## src/rtl/uart_tx_fifo_if.sv

```systemverilog
// Host-side bundle for uart_tx_fifo.
// Purpose: groups the host write handshake, per-word frame config and the
//          transmitter status/line outputs into one interface.
// Signals:
//   Data_valid  host write strobe
//   P_data      word to send (DATA_WIDTH bits)
//   Par_en      1 = append a parity bit
//   Par_type    0 = even parity, 1 = odd parity
//   Stop2       1 = two stop bits, 0 = one
//   Ready       FIFO can accept a word
//   Busy        a frame is on the line
//   TX_out      serial line, idle high
//   Fifo_count  words queued (0..FIFO_DEPTH)
// Modports: master = host side, slave = transmitter side.
interface uart_tx_fifo_if #(
    parameter int DATA_WIDTH = 8,
    parameter int FIFO_DEPTH = 4
);
    localparam int AW = $clog2(FIFO_DEPTH);

    logic                  Data_valid;
    logic [DATA_WIDTH-1:0] P_data;
    logic                  Par_en;
    logic                  Par_type;
    logic                  Stop2;
    logic                  Ready;
    logic                  Busy;
    logic                  TX_out;
    logic [AW:0]           Fifo_count;

    modport master (
        output Data_valid, P_data, Par_en, Par_type, Stop2,
        input  Ready, Busy, TX_out, Fifo_count
    );

    modport slave (
        input  Data_valid, P_data, Par_en, Par_type, Stop2,
        output Ready, Busy, TX_out, Fifo_count
    );
endinterface

```

## src/rtl/uart_tx_fifo.sv

```systemverilog
// UART transmitter with a small word FIFO and built-in baud divider.
// Purpose: queues host words together with their frame config (parity
//          enable/type, stop bits) and serialises them LSB-first as
//          start | data | [parity] | stop [stop]. Frames leave back-to-back
//          while the FIFO holds words.
// Ports:
//   clk  system clock, rising edge
//   rst  asynchronous reset, active low
//   bus  uart_tx_fifo_if.slave: host handshake, config, status, TX_out
module uart_tx_fifo #(
    parameter int DATA_WIDTH   = 8,
    parameter int FIFO_DEPTH   = 4,
    parameter int CLKS_PER_BIT = 16
) (
    input  logic          clk,
    input  logic          rst,
    uart_tx_fifo_if.slave bus
);
    localparam int AW = $clog2(FIFO_DEPTH);
    localparam int CW = AW + 1;
    localparam int EW = DATA_WIDTH + 3;
    localparam int BW = (CLKS_PER_BIT > 1) ? $clog2(CLKS_PER_BIT) : 1;
    localparam int NW = $clog2(DATA_WIDTH);

    typedef enum logic [2:0] {IDLE, START, DATA, PARITY, STOP} state_t;

    // ---------------- FIFO ----------------
    logic [EW-1:0] mem [FIFO_DEPTH];
    logic [AW-1:0] wr_ptr_reg, rd_ptr_reg;
    logic [CW-1:0] count_reg;
    logic          push, pop, ready;

    logic [EW-1:0]         head_word;
    logic [DATA_WIDTH-1:0] head_data;

    // Ready looks only at the registered count, so a pop in the same cycle
    // never admits a push into a full FIFO.
    assign ready     = (count_reg != CW'(FIFO_DEPTH));
    assign push      = bus.Data_valid && ready;
    assign head_word = mem[rd_ptr_reg];
    assign head_data = head_word[EW-1:3];

    always_ff @(posedge clk) begin
        if (push) begin
            mem[wr_ptr_reg] <= {bus.P_data, bus.Par_en, bus.Par_type, bus.Stop2};
        end
    end

    always_ff @(posedge clk or negedge rst) begin
        if (!rst) begin
            wr_ptr_reg <= '0;
            rd_ptr_reg <= '0;
            count_reg  <= '0;
        end else begin
            if (push) wr_ptr_reg <= wr_ptr_reg + AW'(1);
            if (pop)  rd_ptr_reg <= rd_ptr_reg + AW'(1);
            case ({push, pop})
                2'b10:   count_reg <= count_reg + CW'(1);
                2'b01:   count_reg <= count_reg - CW'(1);
                default: count_reg <= count_reg;
            endcase
        end
    end

    // ---------------- transmitter FSM ----------------
    state_t                state_reg, state_next;
    logic [BW-1:0]         baud_reg, baud_next;
    logic [NW-1:0]         bit_reg, bit_next;
    logic [DATA_WIDTH-1:0] shift_reg, shift_next;
    logic                  par_en_reg, par_en_next;
    logic                  par_bit_reg, par_bit_next;
    logic                  stop2_reg, stop2_next;
    logic                  tx_reg, tx_next;
    logic                  busy_reg, busy_next;
    logic                  bit_done, load;

    assign bit_done = (baud_reg == BW'(CLKS_PER_BIT - 1));

    always_ff @(posedge clk or negedge rst) begin
        if (!rst) begin
            state_reg   <= IDLE;
            baud_reg    <= '0;
            bit_reg     <= '0;
            shift_reg   <= '0;
            par_en_reg  <= 1'b0;
            par_bit_reg <= 1'b0;
            stop2_reg   <= 1'b0;
            tx_reg      <= 1'b1;
            busy_reg    <= 1'b0;
        end else begin
            state_reg   <= state_next;
            baud_reg    <= baud_next;
            bit_reg     <= bit_next;
            shift_reg   <= shift_next;
            par_en_reg  <= par_en_next;
            par_bit_reg <= par_bit_next;
            stop2_reg   <= stop2_next;
            tx_reg      <= tx_next;
            busy_reg    <= busy_next;
        end
    end

    always_comb begin
        state_next   = state_reg;
        baud_next    = baud_reg;
        bit_next     = bit_reg;
        shift_next   = shift_reg;
        par_en_next  = par_en_reg;
        par_bit_next = par_bit_reg;
        stop2_next   = stop2_reg;
        load         = 1'b0;
        pop          = 1'b0;

        case (state_reg)
            IDLE: begin
                if (count_reg != '0) load = 1'b1;
            end
            START: begin
                if (bit_done) begin
                    state_next = DATA;
                    baud_next  = '0;
                    bit_next   = '0;
                end else begin
                    baud_next = baud_reg + BW'(1);
                end
            end
            DATA: begin
                if (bit_done) begin
                    baud_next  = '0;
                    shift_next = shift_reg >> 1;
                    if (bit_reg == NW'(DATA_WIDTH - 1)) begin
                        bit_next   = '0;
                        state_next = par_en_reg ? PARITY : STOP;
                    end else begin
                        bit_next = bit_reg + NW'(1);
                    end
                end else begin
                    baud_next = baud_reg + BW'(1);
                end
            end
            PARITY: begin
                if (bit_done) begin
                    baud_next  = '0;
                    state_next = STOP;
                end else begin
                    baud_next = baud_reg + BW'(1);
                end
            end
            STOP: begin
                if (bit_done) begin
                    baud_next = '0;
                    // bit_reg counts stop bits already sent in this state.
                    if (stop2_reg && bit_reg == '0) begin
                        bit_next = NW'(1);
                    end else if (count_reg != '0) begin
                        load = 1'b1;
                    end else begin
                        bit_next   = '0;
                        state_next = IDLE;
                    end
                end else begin
                    baud_next = baud_reg + BW'(1);
                end
            end
            default: state_next = IDLE;
        endcase

        // Pop the head word and latch its config; parity is resolved here
        // so later host activity cannot affect the frame.
        if (load) begin
            pop          = 1'b1;
            state_next   = START;
            baud_next    = '0;
            bit_next     = '0;
            shift_next   = head_data;
            par_en_next  = head_word[2];
            par_bit_next = head_word[1] ? ~^head_data : ^head_data;
            stop2_next   = head_word[0];
        end
    end

    // Outputs are decoded from the next state and registered, so TX_out
    // and Busy line up exactly with state_reg.
    always_comb begin
        tx_next = 1'b1;
        case (state_next)
            START:   tx_next = 1'b0;
            DATA:    tx_next = shift_next[0];
            PARITY:  tx_next = par_bit_next;
            default: tx_next = 1'b1;
        endcase
        busy_next = (state_next != IDLE);
    end

    assign bus.Ready      = ready;
    assign bus.Busy       = busy_reg;
    assign bus.TX_out     = tx_reg;
    assign bus.Fifo_count = count_reg;
endmodule
```

## src/flat_wrapper.sv

```systemverilog
// flat-port wrapper written by rule: the top's interface ports become plain ports
module uart_tx_fifo_flat 
#(
    parameter int DATA_WIDTH   = 8,
    parameter int FIFO_DEPTH   = 4,
    parameter int CLKS_PER_BIT = 16
)
  (clk, rst, bus_Data_valid, bus_P_data, bus_Par_en, bus_Par_type, bus_Stop2, bus_Ready, bus_Busy, bus_TX_out, bus_Fifo_count);
  uart_tx_fifo_if #(.DATA_WIDTH(DATA_WIDTH), .FIFO_DEPTH(FIFO_DEPTH)) bus_i ();
  input  logic clk;
  input  logic rst;
  input wire logic [$bits(bus_i.Data_valid)-1:0] bus_Data_valid;
  input wire logic [$bits(bus_i.P_data)-1:0] bus_P_data;
  input wire logic [$bits(bus_i.Par_en)-1:0] bus_Par_en;
  input wire logic [$bits(bus_i.Par_type)-1:0] bus_Par_type;
  input wire logic [$bits(bus_i.Stop2)-1:0] bus_Stop2;
  output wire logic [$bits(bus_i.Ready)-1:0] bus_Ready;
  output wire logic [$bits(bus_i.Busy)-1:0] bus_Busy;
  output wire logic [$bits(bus_i.TX_out)-1:0] bus_TX_out;
  output wire logic [$bits(bus_i.Fifo_count)-1:0] bus_Fifo_count;
  assign bus_i.Data_valid = bus_Data_valid;
  assign bus_i.P_data = bus_P_data;
  assign bus_i.Par_en = bus_Par_en;
  assign bus_i.Par_type = bus_Par_type;
  assign bus_i.Stop2 = bus_Stop2;
  assign bus_Ready = bus_i.Ready;
  assign bus_Busy = bus_i.Busy;
  assign bus_TX_out = bus_i.TX_out;
  assign bus_Fifo_count = bus_i.Fifo_count;
  uart_tx_fifo #(.DATA_WIDTH(DATA_WIDTH), .FIFO_DEPTH(FIFO_DEPTH), .CLKS_PER_BIT(CLKS_PER_BIT)) u_core (.clk(clk), .rst(rst), .bus(bus_i));
endmodule
```

## config.mk

```make
export PLATFORM = sky130hd
export DESIGN_NAME = uart_tx_fifo_flat
export DESIGN_NICKNAME = d
export VERILOG_FILES = /design/src/rtl/uart_tx_fifo_if.sv /design/src/rtl/uart_tx_fifo.sv /design/src/flat_wrapper.sv
export SDC_FILE = /design/constraint.sdc
export NUM_CORES = 1
export LEC_CHECK = 0
export ABC_AREA = 1
export CAP_MARGIN = 5
export CORE_MARGIN = 2
export CORE_UTILIZATION = 45
export DETAILED_ROUTE_END_ITERATION = 8
export GPL_ROUTABILITY_DRIVEN = 0
export PLACE_DENSITY = 0.62
export SYNTH_ARGS = -nofsm -noshare
export SYNTH_HDL_FRONTEND = slang
export SYNTH_SLANG_ARGS = --single-unit
```

## constraint.sdc

```tcl
create_clock -name clk -period 6.22 [get_ports clk]
set_clock_uncertainty 0.1 [all_clocks]
set_input_delay 0.622 -clock clk [delete_from_list [all_inputs] [get_ports clk]]
set_output_delay 0.622 -clock clk [all_outputs]
set_load 0.01 [all_outputs]
```

; ---- Yosys cells after proc, flatten, opt, wreduce, memory -nomap -nowiden
; Memory sizes are Yosys's and may differ from the RTL's.
; Index checks and enable logic that the tools add are counted.
[op_classes]
n_addsub = 6
mul = 0
n_div = 0
n_lt_le_gt_ge = 0
n_eq_ne = 16
n_shift = 0
muxes = 35
n_bitwise = 0
reduce_logical = 16
[op_table]
columns = cell, n
row1 = two-way mux 3 bit, 16
row2 = two-way mux 8 bit, 3
row3 = one-hot mux 3 bit (5 select lines), 1
row4 = "equality test 3 x 2 -> 1 bit, second input constant", 4
row5 = two-way mux 4 bit, 3
row6 = "inequality test 3 x 1 -> 1 bit, second input constant", 3
row7 = one-hot mux 3 bit (3 select lines), 1
row8 = two-way mux 1 bit, 8
row9 = nonzero test 2 bit, 4
row10 = XNOR reduction 8 bit, 1
row11 = XOR reduction 8 bit, 1
row12 = "adder 3 x 1 -> 3 bit, second input constant", 2
row13 = "equality test 3 x 1 -> 1 bit, second input constant", 2
row14 = "equality test 3 bit, second input constant", 2
row15 = logical NOT 3 bit, 2
row16 = one-hot mux 3 bit (2 select lines), 1
row17 = nonzero test 3 bit, 2
row18 = AND reduction 5 bit, 1
row19 = "adder 2 x 1 -> 2 bit, second input constant", 2
row20 = "adder 4 x 1 -> 4 bit, second input constant", 1
row21 = "equality test 4 bit, second input constant", 1
row22 = "inequality test 4 x 3 -> 1 bit, second input constant", 1
row23 = nonzero test 4 bit, 1
row24 = OR reduction 4 bit, 1
row25 = other kinds (8), 9
[word_totals]
regBits = 30
latchBits = 0
ramBits = 44
rom_bits = 0
elab_cells = 87
mem_count = 1
[mem_list]
columns = name, depth, width, read_ports, rd_clocked_by_memory_dff, wr, line_no
row1 = u_core.mem, 4, 11, 1, 0, 1, uart_tx_fifo.sv:28  ; logic [EW-1:0] mem [FIFO_DEPTH];

; ---- Logic depth before layout (Yosys ltp)
; Gate-level depths: netlist of run 1.
[logic_depth]
depth_word = 8
ltp_mapped = 18
mapped_depth_nobuf = 16

; ---- Worst setup path after synthesis of run 1
; OpenSTA, ideal clock, no wires.
[synth_timing]
path_type = reg2reg
from = register u_core.baud_reg[0]
to = register u_core.count_reg[2] (netlist: u_core.bus.Fifo_count[2])
arrival_ps = 2182
required_ps = 5989
slack_ps = 3807
path_stages_with_launch = 13
n_path_buf = 1
synth_period_minus_slack_ps = 2413
cell_sequence = dfrtp_1 > ha_1 > nand3_2 > inv_1 > nand4_2 > nand2_4 > buf_2 > ha_1 > inv_1 > fa_1 > a21oi_1 > o21ai_0 > xor2_1
[synth_between]
elab_chain_len = 6
[synth_lines]
columns = element, line_no
row1 = "start, declared", uart_tx_fifo.sv:67  ; logic [BW-1:0] baud_reg, baud_next;
row2 = "start signal, assigned", uart_tx_fifo.sv:92  ; baud_reg <= baud_next;
row3 = equality test 4 bit *, uart_tx_fifo.sv:77  ; assign bit_done = (baud_reg == BW'(CLKS_PER_BIT - 1));
row4 = two-way mux 1 bit *, uart_tx_fifo.sv:150  ; if (bit_done) begin
row5 = one-hot mux 1 bit (2 select lines) *, uart_tx_fifo.sv:114  ; case (state_reg)
row6 = named net u_core.load, uart_tx_fifo.sv:75  ; logic bit_done, load;
row7 = two-way mux 1 bit *, uart_tx_fifo.sv:170  ; if (load) begin
row8 = equality test 2 x 1 -> 1 bit / equality test 2 bit (equally long branches), uart_tx_fifo.sv:57  ; case ({push, pop})
row9 = one-hot mux 3 bit (2 select lines) / nonzero test 2 bit (equally long branches), --
row10 = "end signal, assigned", uart_tx_fifo.sv:58  ; 2'b10: count_reg <= count_reg + CW'(1);
row11 = "end signal, assigned", uart_tx_fifo.sv:59  ; 2'b01: count_reg <= count_reg - CW'(1);
row12 = "end signal, assigned", uart_tx_fifo.sv:60  ; default: count_reg <= count_reg;
row13 = "end, declared", uart_tx_fifo.sv:30  ; logic [CW-1:0] count_reg;
; Mark *: on every way through the listed nets, which the timed path passes. The rest lies on a longest branch.
; A chain may end at the register's enable or synchronous reset.

; ---- Worst setup path after layout of run 1
[layout_timing]
from = register u_core.baud_reg[0]
to = register u_core.count_reg[2] (netlist: u_core.bus.Fifo_count[2])
[layout_between]
elab_chain_len = 6
[layout_lines]
columns = element, line_no
row1 = equality test 4 bit *, uart_tx_fifo.sv:77
row2 = two-way mux 1 bit *, uart_tx_fifo.sv:150
row3 = one-hot mux 1 bit (2 select lines) *, uart_tx_fifo.sv:114
row4 = two-way mux 1 bit *, uart_tx_fifo.sv:170
row5 = equality test 2 x 1 -> 1 bit / equality test 2 bit (equally long branches), uart_tx_fifo.sv:57
row6 = one-hot mux 3 bit (2 select lines) / nonzero test 2 bit (equally long branches), --
; Mark *: on every way between the ends. The rest lies on a longest branch, timed or not.

==> impl_metrics.env, run 1 <==
export IMPL_design_die_area_um2=8930
export IMPL_dr_total_vias=2586
export IMPL_synth_area_per_cell_um2=9.38
export IMPL_post_synth_instance_area_um2=3690
export IMPL_critPathCaptureType="flop"
export IMPL_grt_overflow=0
export IMPL_power_density_cell_area_nw_per_um2=303
export IMPL_cts_buffers=9
export IMPL_worstMarginPinSlew_ns=1.15
export IMPL_post_cts_gate_resize_count=0
export IMPL_postCtsSetupBuffers=0
export IMPL_port_buffer_count=19
export IMPL_area_growth_from_synthesis_to_layout_pct=12.4
export IMPL_place_detailed_hpwl_um=4560
export IMPL_crit_required_ns=6.36
export IMPL_synth_top_cells_by_area="edfxtp_1 (36%), dfrtp_1 (20%), nand2_1 (15%)"
export IMPL_start_util_pct=45.5
export IMPL_clock_power_share_pct=32.7
export IMPL_post_synth_cell_types=39
export IMPL_sequentialPowerShare_pct=50.0
export IMPL_post_route_drc_count=0
export IMPL_syn_num_nets=417
export IMPL_postLayoutSetupSlackWorst_ns=3.69
export IMPL_worst_path_max_fanout=18
export IMPL_worstReg2RegStart="u_core.baud_reg[0]$_DFFE_PN0P_"
export IMPL_dp_slack_ns=3.50
export IMPL_maximum_number_of_pins_on_one_net_before_global_route_repair=31
export IMPL_p_total_w=0.00126
export IMPL_setup_viol=0
export IMPL_post_synth_top_area_fraction_pct=35.8
export IMPL_worstPathCellList="ha_1 > nand3_2 > inv_1 > nand4_2 > nand2_4 > ha_1 > inv_1 > fa_1 > a21oi_1 > o21ai_0 > xor2_1"
export IMPL_fmax_mhz=396
export IMPL_boundaryPins=20
export IMPL_synth_area_leader_cell="edfxtp_1"
export IMPL_layout_min_cycle_time_ns=2.53
export IMPL_postRouteAntennaNets=0
export IMPL_holdPathEnd="u_core.shift_reg[2]$_DFFE_PN0P_"
export IMPL_startpoint_type="flop"
export IMPL_worstPathBufferInverterCount=2
export IMPL_global_route_wire_length_before_repair_um=11500
export IMPL_drtPass1Iterations=4
export IMPL_worst_reg2reg_path_depth=11
export IMPL_cts_htree_levels=3
export IMPL_cp_slowest_cell="dfrtp_1"
export IMPL_p_comb_share_pct=17.3
export IMPL_tritoncts_clock_tree="yes"
export IMPL_rsz0062_at_grt="no"
export IMPL_antenna_found_initial=0
export IMPL_layout_filler_cells=765
export IMPL_drive_gt1_share_pct=8.61
export IMPL_crit_reg2reg_capture="u_core.bus.Fifo_count[2]$_DFFE_PN0P_"
export IMPL_floorplan_die_width_um=94.5
export IMPL_max_clock_path_buffers=2
export IMPL_power_share_switching_pct=27.5
export IMPL_fin_crit_sh_pct=40.6
export IMPL_first_global_vias=2507
export IMPL_timing_hold_worst_path_depth=2
export IMPL_row_count=33
export IMPL_cts_root_buf="clkbuf_8"
export IMPL_yosysWarnings=0
export IMPL_vdd_ir_drop_max_v=0.000156
export IMPL_chipHeight_um=94.5
export IMPL_status="completed"
export IMPL_post_drt_wl_per_cell_um=12.8
export IMPL_avgViaCountPerCell=4.94
export IMPL_switchingPower_w=0.000346
export IMPL_final_hold_viol_count=0
export IMPL_synth_cells=393
export IMPL_final_routed_wirelength_across_all_metal_layers_um=6680
export IMPL_slew_headroom_pct=23.3
export IMPL_clk_latency_ns=0.35
export IMPL_n_antenna_cell=0
export IMPL_setup_worst_path_class="reg2reg"
export IMPL_rrSetupSlack_ns=3.69
export IMPL_cts_hold_repair_buffers=0
export IMPL_synth_seq_area_share_pct=56.2
export IMPL_detailedRoute_firstIterationViolations=89
export IMPL_timing_final_max_slew_violations=0
export IMPL_coreArea_um2=8090
export IMPL_holdCritPathClass="reg2reg"
export IMPL_cp_top_family="adder cells"
export IMPL_register_clock_pin_slew_on_the_reported_worst_setup_and_hold_paths_ns=0.08
export IMPL_dpl_cell_area_um2=3930
export IMPL_crit_arrival_ns=2.67
export IMPL_final_design_area_no_fill_um2=4140
export IMPL_leakage_power_summed_over_all_cells_nw=1.83
export IMPL_numClockSinks=74
export IMPL_total_of_flip_flops_plus_latches_after_synthesis=74
export IMPL_slowest_delay_ns=0.40
export IMPL_grt_use_total_pct=17.0
export IMPL_worstHoldStart="u_core.shift_reg[3]$_DFFE_PN0P_"
export IMPL_cell_internal_pwr_w=0.000910
export IMPL_max_reg_flops=44
export IMPL_setup_tns_final_ns=0
export IMPL_maxCapViolations=0
export IMPL_finalNetCount=437
## worst register-to-register path, cell delays in order, from the launching register on
cell	delay (ns)
dfrtp_1	0.40
ha_1	0.22
nand3_2	0.18
inv_1	0.16
nand4_2	0.14
nand2_4	0.20
ha_1	0.19
inv_1	0.07
fa_1	0.38
a21oi_1	0.15
o21ai_0	0.11
xor2_1	0.15
## layout make-up
class,instances,area (µm²),share of cell area (%)
sequential,74,2070,50.0
tap,105,131,3.17
multi-input combinational,274,1390,33.6
timing repair buffer,20,198,4.77
inverter,34,130,3.14
clock buffer,10,128,3.08
clock inverter,6,90.1,2.17
## metrics by stage
step	hold WS (ns)	cells	utilization, %
after floorplan	0.226	393	-
after detailed placement	0.383	507	48.5
final	0.400	523	51.2
after global placement	0.383	507	48.5
after CTS	0.402	523	51.2
after global routing	0.431	523	51.2
## cell usage after synthesis (all sizes together)
cell,number
nand2,154
o31ai,2
a31oi,2
xor2,5
o21ai,14
nand4,2
or2,1
inv,34
a21oi,7
mux2i,1
a32oi,1
o221ai,3
fa,1
a211oi,1
nand3,28
edfxtp,44
dfstp,1
dfrtp,29
ha,9
nor3,5
buf,11
o211ai,5
o22ai,2
xnor2,2
nor2,29
## power groups by stage
stage                     Clock (W)  Combinational [W]  Sequential, W
after global placement            0           0.000219       0.000636
after CTS                  0.000420           0.000223       0.000628
after global routing       0.000442           0.000253       0.000634
after detailed placement          0           0.000222       0.000639
final                      0.000411           0.000217       0.000627
after floorplan                   0           0.000138       0.000636
## cells by family (layout without fill, tap and decap cells)
group,Yosys count,count (layout),synth area share (%)
compound gates,37,37,6.65
simple gates,219,219,25.6
xor+xnor,7,7,1.66
buf+inv,45,70,5.97
mux,1,1,0.272
flops,74,74,56.2
fa+ha+maj,10,10,3.60
## worst max path at each step
stage,start,depth (start not counted),slack (ns),to
floorplan,u_core.baud_reg[0]$_DFFE_PN0P_,12,3.81,u_core.bus.Fifo_count[2]$_DFFE_PN0P_
global placement,bus_Data_valid,3,3.50,u_core.mem[2][5]$_DFFE_PP_
detailed placement,bus_Data_valid,3,3.50,u_core.mem[2][5]$_DFFE_PP_
CTS,u_core.baud_reg[0]$_DFFE_PN0P_,11,3.66,u_core.bus.Fifo_count[2]$_DFFE_PN0P_
global route,u_core.rd_ptr_reg[0]$_DFFE_PN0P_,15,3.40,u_core.bus.TX_out$_DFF_PN1_
finish,u_core.baud_reg[0]$_DFFE_PN0P_,11,3.69,u_core.bus.Fifo_count[2]$_DFFE_PN0P_
## metal layers
metal  wire, µm  part of all wire (%)  up-vias  global-route usage, %
met2       3210                    48       42                   28.4
met5          0                     0        -                      0
met4        112                   1.7        0                   7.73
met3        212                   3.2        8                   3.99
met1       3140                    47     1207                   21.1
li1           -                     -     1329                      -
## cells in the final DEF (no fill, tap or decap), drive strengths merged, types with 3 or more instances in the layout
cell type / Yosys / routed
clkbuf: 0 / 10
o211ai: 5 / 5
nand2: 154 / 154
ha: 9 / 9
o21ai: 14 / 14
inv: 34 / 35
dfrtp: 29 / 29
edfxtp: 44 / 44
nor3: 5 / 5
o221ai: 3 / 3
a21oi: 7 / 7
nor2: 29 / 29
clkdlybuf4s50: 0 / 19
nand3: 28 / 28
xor2: 5 / 5
No activity file was read; power rests on OpenSTA's default activity.
==> inputs of run 2 (changes only) <==
clock period = 2.4 ns   (was 6.22 ns; I/O delays follow)
==> impl_metrics.env, run 2 (synthesized netlist as in run 1, its figures left out) <==
export IMPL_status="completed"
export IMPL_setup_viol=0
export IMPL_holdCritPathClass="in2async"
export IMPL_avgViaCountPerCell=4.98
export IMPL_crit_reg2reg_capture="u_core.bus.Fifo_count[2]$_DFFE_PN0P_"
export IMPL_area_growth_from_synthesis_to_layout_pct=12.9
export IMPL_final_routed_wirelength_across_all_metal_layers_um=6930
export IMPL_setup_worst_path_class="reg2reg"
export IMPL_cts_root_buf="clkbuf_8"
export IMPL_drtPass1Iterations=4
export IMPL_leakage_power_summed_over_all_cells_nw=1.86
export IMPL_antenna_found_initial=0
export IMPL_worstReg2RegStart="u_core.baud_reg[0]$_DFFE_PN0P_"
export IMPL_maximum_number_of_pins_on_one_net_before_global_route_repair=31
export IMPL_postRouteAntennaNets=0
export IMPL_coreArea_um2=8090
export IMPL_fmax_mhz=439
export IMPL_final_hold_viol_count=0
export IMPL_startpoint_type="flop"
export IMPL_layout_cells_most_common="nand2_1"
export IMPL_crit_arrival_ns=2.41
export IMPL_vdd_ir_drop_max_v=0.000388
export IMPL_fin_crit_sh_pct=94.9
export IMPL_timing_final_max_slew_violations=0
export IMPL_rsz0062_at_grt="no"
export IMPL_dr_total_vias=2651
export IMPL_power_density_cell_area_nw_per_um2=740
export IMPL_global_route_wire_length_before_repair_um=11700
export IMPL_cts_buffers=9
export IMPL_place_detailed_hpwl_um=4810
export IMPL_port_buffer_count=19
export IMPL_tritoncts_clock_tree="yes"
export IMPL_clk_latency_ns=0.35
export IMPL_drive_gt1_share_pct=10.3
export IMPL_most_common_layout_cells="nand2_1 (150), edfxtp_1 (44), dfrtp_1 (29)"
export IMPL_setup_tns_final_ns=0
export IMPL_cts_hold_repair_buffers=0
export IMPL_worstMarginPinSlew_ns=0.403
export IMPL_postCtsSetupBuffers=0
export IMPL_max_clock_path_buffers=2
export IMPL_grt_overflow=0
export IMPL_worst_path_max_fanout=4
export IMPL_post_cts_gate_resize_count=0
export IMPL_slew_headroom_pct=73.1
export IMPL_boundaryPins=20
export IMPL_row_count=33
export IMPL_critPathCaptureType="flop"
export IMPL_startpoint="u_core.baud_reg[0]$_DFFE_PN0P_"
export IMPL_numClockSinks=74
export IMPL_first_global_vias=2444
export IMPL_post_route_drc_count=0
export IMPL_crit_required_ns=2.53
export IMPL_maxCapViolations=0
export IMPL_worst_reg2reg_path_depth=11
export IMPL_layout_min_cycle_time_ns=2.28
export IMPL_grt_use_total_pct=17.5
export IMPL_detailedRoute_firstIterationViolations=190
export IMPL_dpl_cell_area_um2=3990
export IMPL_n_antenna_cell=0
export IMPL_start_util_pct=45.5
export IMPL_final_design_area_no_fill_um2=4160
export IMPL_chipHeight_um=94.5
export IMPL_finalNetCount=446
export IMPL_max_reg_flops=44
export IMPL_rrSetupSlack_ns=0.12
export IMPL_floorplan_die_width_um=94.5
export IMPL_critical_path_endpoint="u_core.bus.Fifo_count[2]$_DFFE_PN0P_"
export IMPL_cts_htree_levels=3
export IMPL_design_die_area_um2=8930
export IMPL_post_drt_wl_per_cell_um=13.0
export IMPL_register_clock_pin_slew_on_the_reported_worst_setup_and_hold_paths_ns=0.08
[run 2: cell types whose count changed in the layout (fill, tap and decap cells not counted)]
| cell | change |
|---|---|
| bufinv_16 | -2 |
| clkbuf_1 | +1 |
| clkinv_4 | +1 |
| buf_4 | +9 |
[run 2: routing by layer]
layer,wire length [µm],GRT usage (%)
met1,3190,22.5
met2,3320,28.2
met3,265,4.63
met4,159,7.13
met5,0,0
[run 2: layout make-up]
class                           instances  area, µm²
Clock buffer                           11        131
Multi-Input combinational cell        274       1390
Inverter                               34        130
Fill cell                             754       3930
Sequential cell                        74       2070
Tap cell                              105        131
Timing Repair Buffer                   29        265
Clock inverter                          5       38.8
[run 2: critical path, stage by stage (launching register included)]
cell	delay, ns
dfrtp_1	0.40
ha_1	0.20
nand3_2	0.09
inv_1	0.13
nand4_2	0.14
nand2_4	0.08
ha_1	0.14
inv_1	0.06
fa_1	0.38
a21oi_1	0.15
o21ai_0	0.12
xor2_1	0.16
[run 2: worst min-delay path by stage]
stage                                          startpoint                              end  slack [ns]  cells after the start
final                                                 rst   u_core.baud_reg[3]$_DFFE_PN0P_        0.18                      2
after global routing                                  rst   u_core.baud_reg[3]$_DFFE_PN0P_        0.21                      2
after CTS                                             rst   u_core.baud_reg[3]$_DFFE_PN0P_        0.18                      2
after detailed placement  u_core.shift_reg[3]$_DFFE_PN0P_  u_core.shift_reg[2]$_DFFE_PN0P_        0.38                      2
after global placement    u_core.shift_reg[3]$_DFFE_PN0P_  u_core.shift_reg[2]$_DFFE_PN0P_        0.37                      2
after floorplan                                       rst   u_core.baud_reg[0]$_DFFE_PN0P_       -0.16                      0
[run 2: per-stage QoR]
step | worst slack (ns) | hold WS (ns) | power [W] | cells | util (%)
finish | 0.123 | 0.180 | 0.00308 | 532 | 51.4
global route | 0.0110 | 0.212 | 0.00330 | 532 | 51.4
CTS | 0.110 | 0.179 | 0.00312 | 532 | 51.4
detailed placement | 0.127 | 0.382 | 0.00227 | 516 | 49.3
global placement | 0.243 | 0.373 | 0.00225 | 516 | 49.3
floorplan | 0.0313 | -0.156 | 0.00201 | 393 | -
[run 2: report_power, final]
group | internal [W] | switching [W] | leakage (nW)
sequential | 0.00156 | 0.0000646 | 0.766
clock | 0.000381 | 0.000463 | 0.0839
combinational | 0.000239 | 0.000377 | 1.01
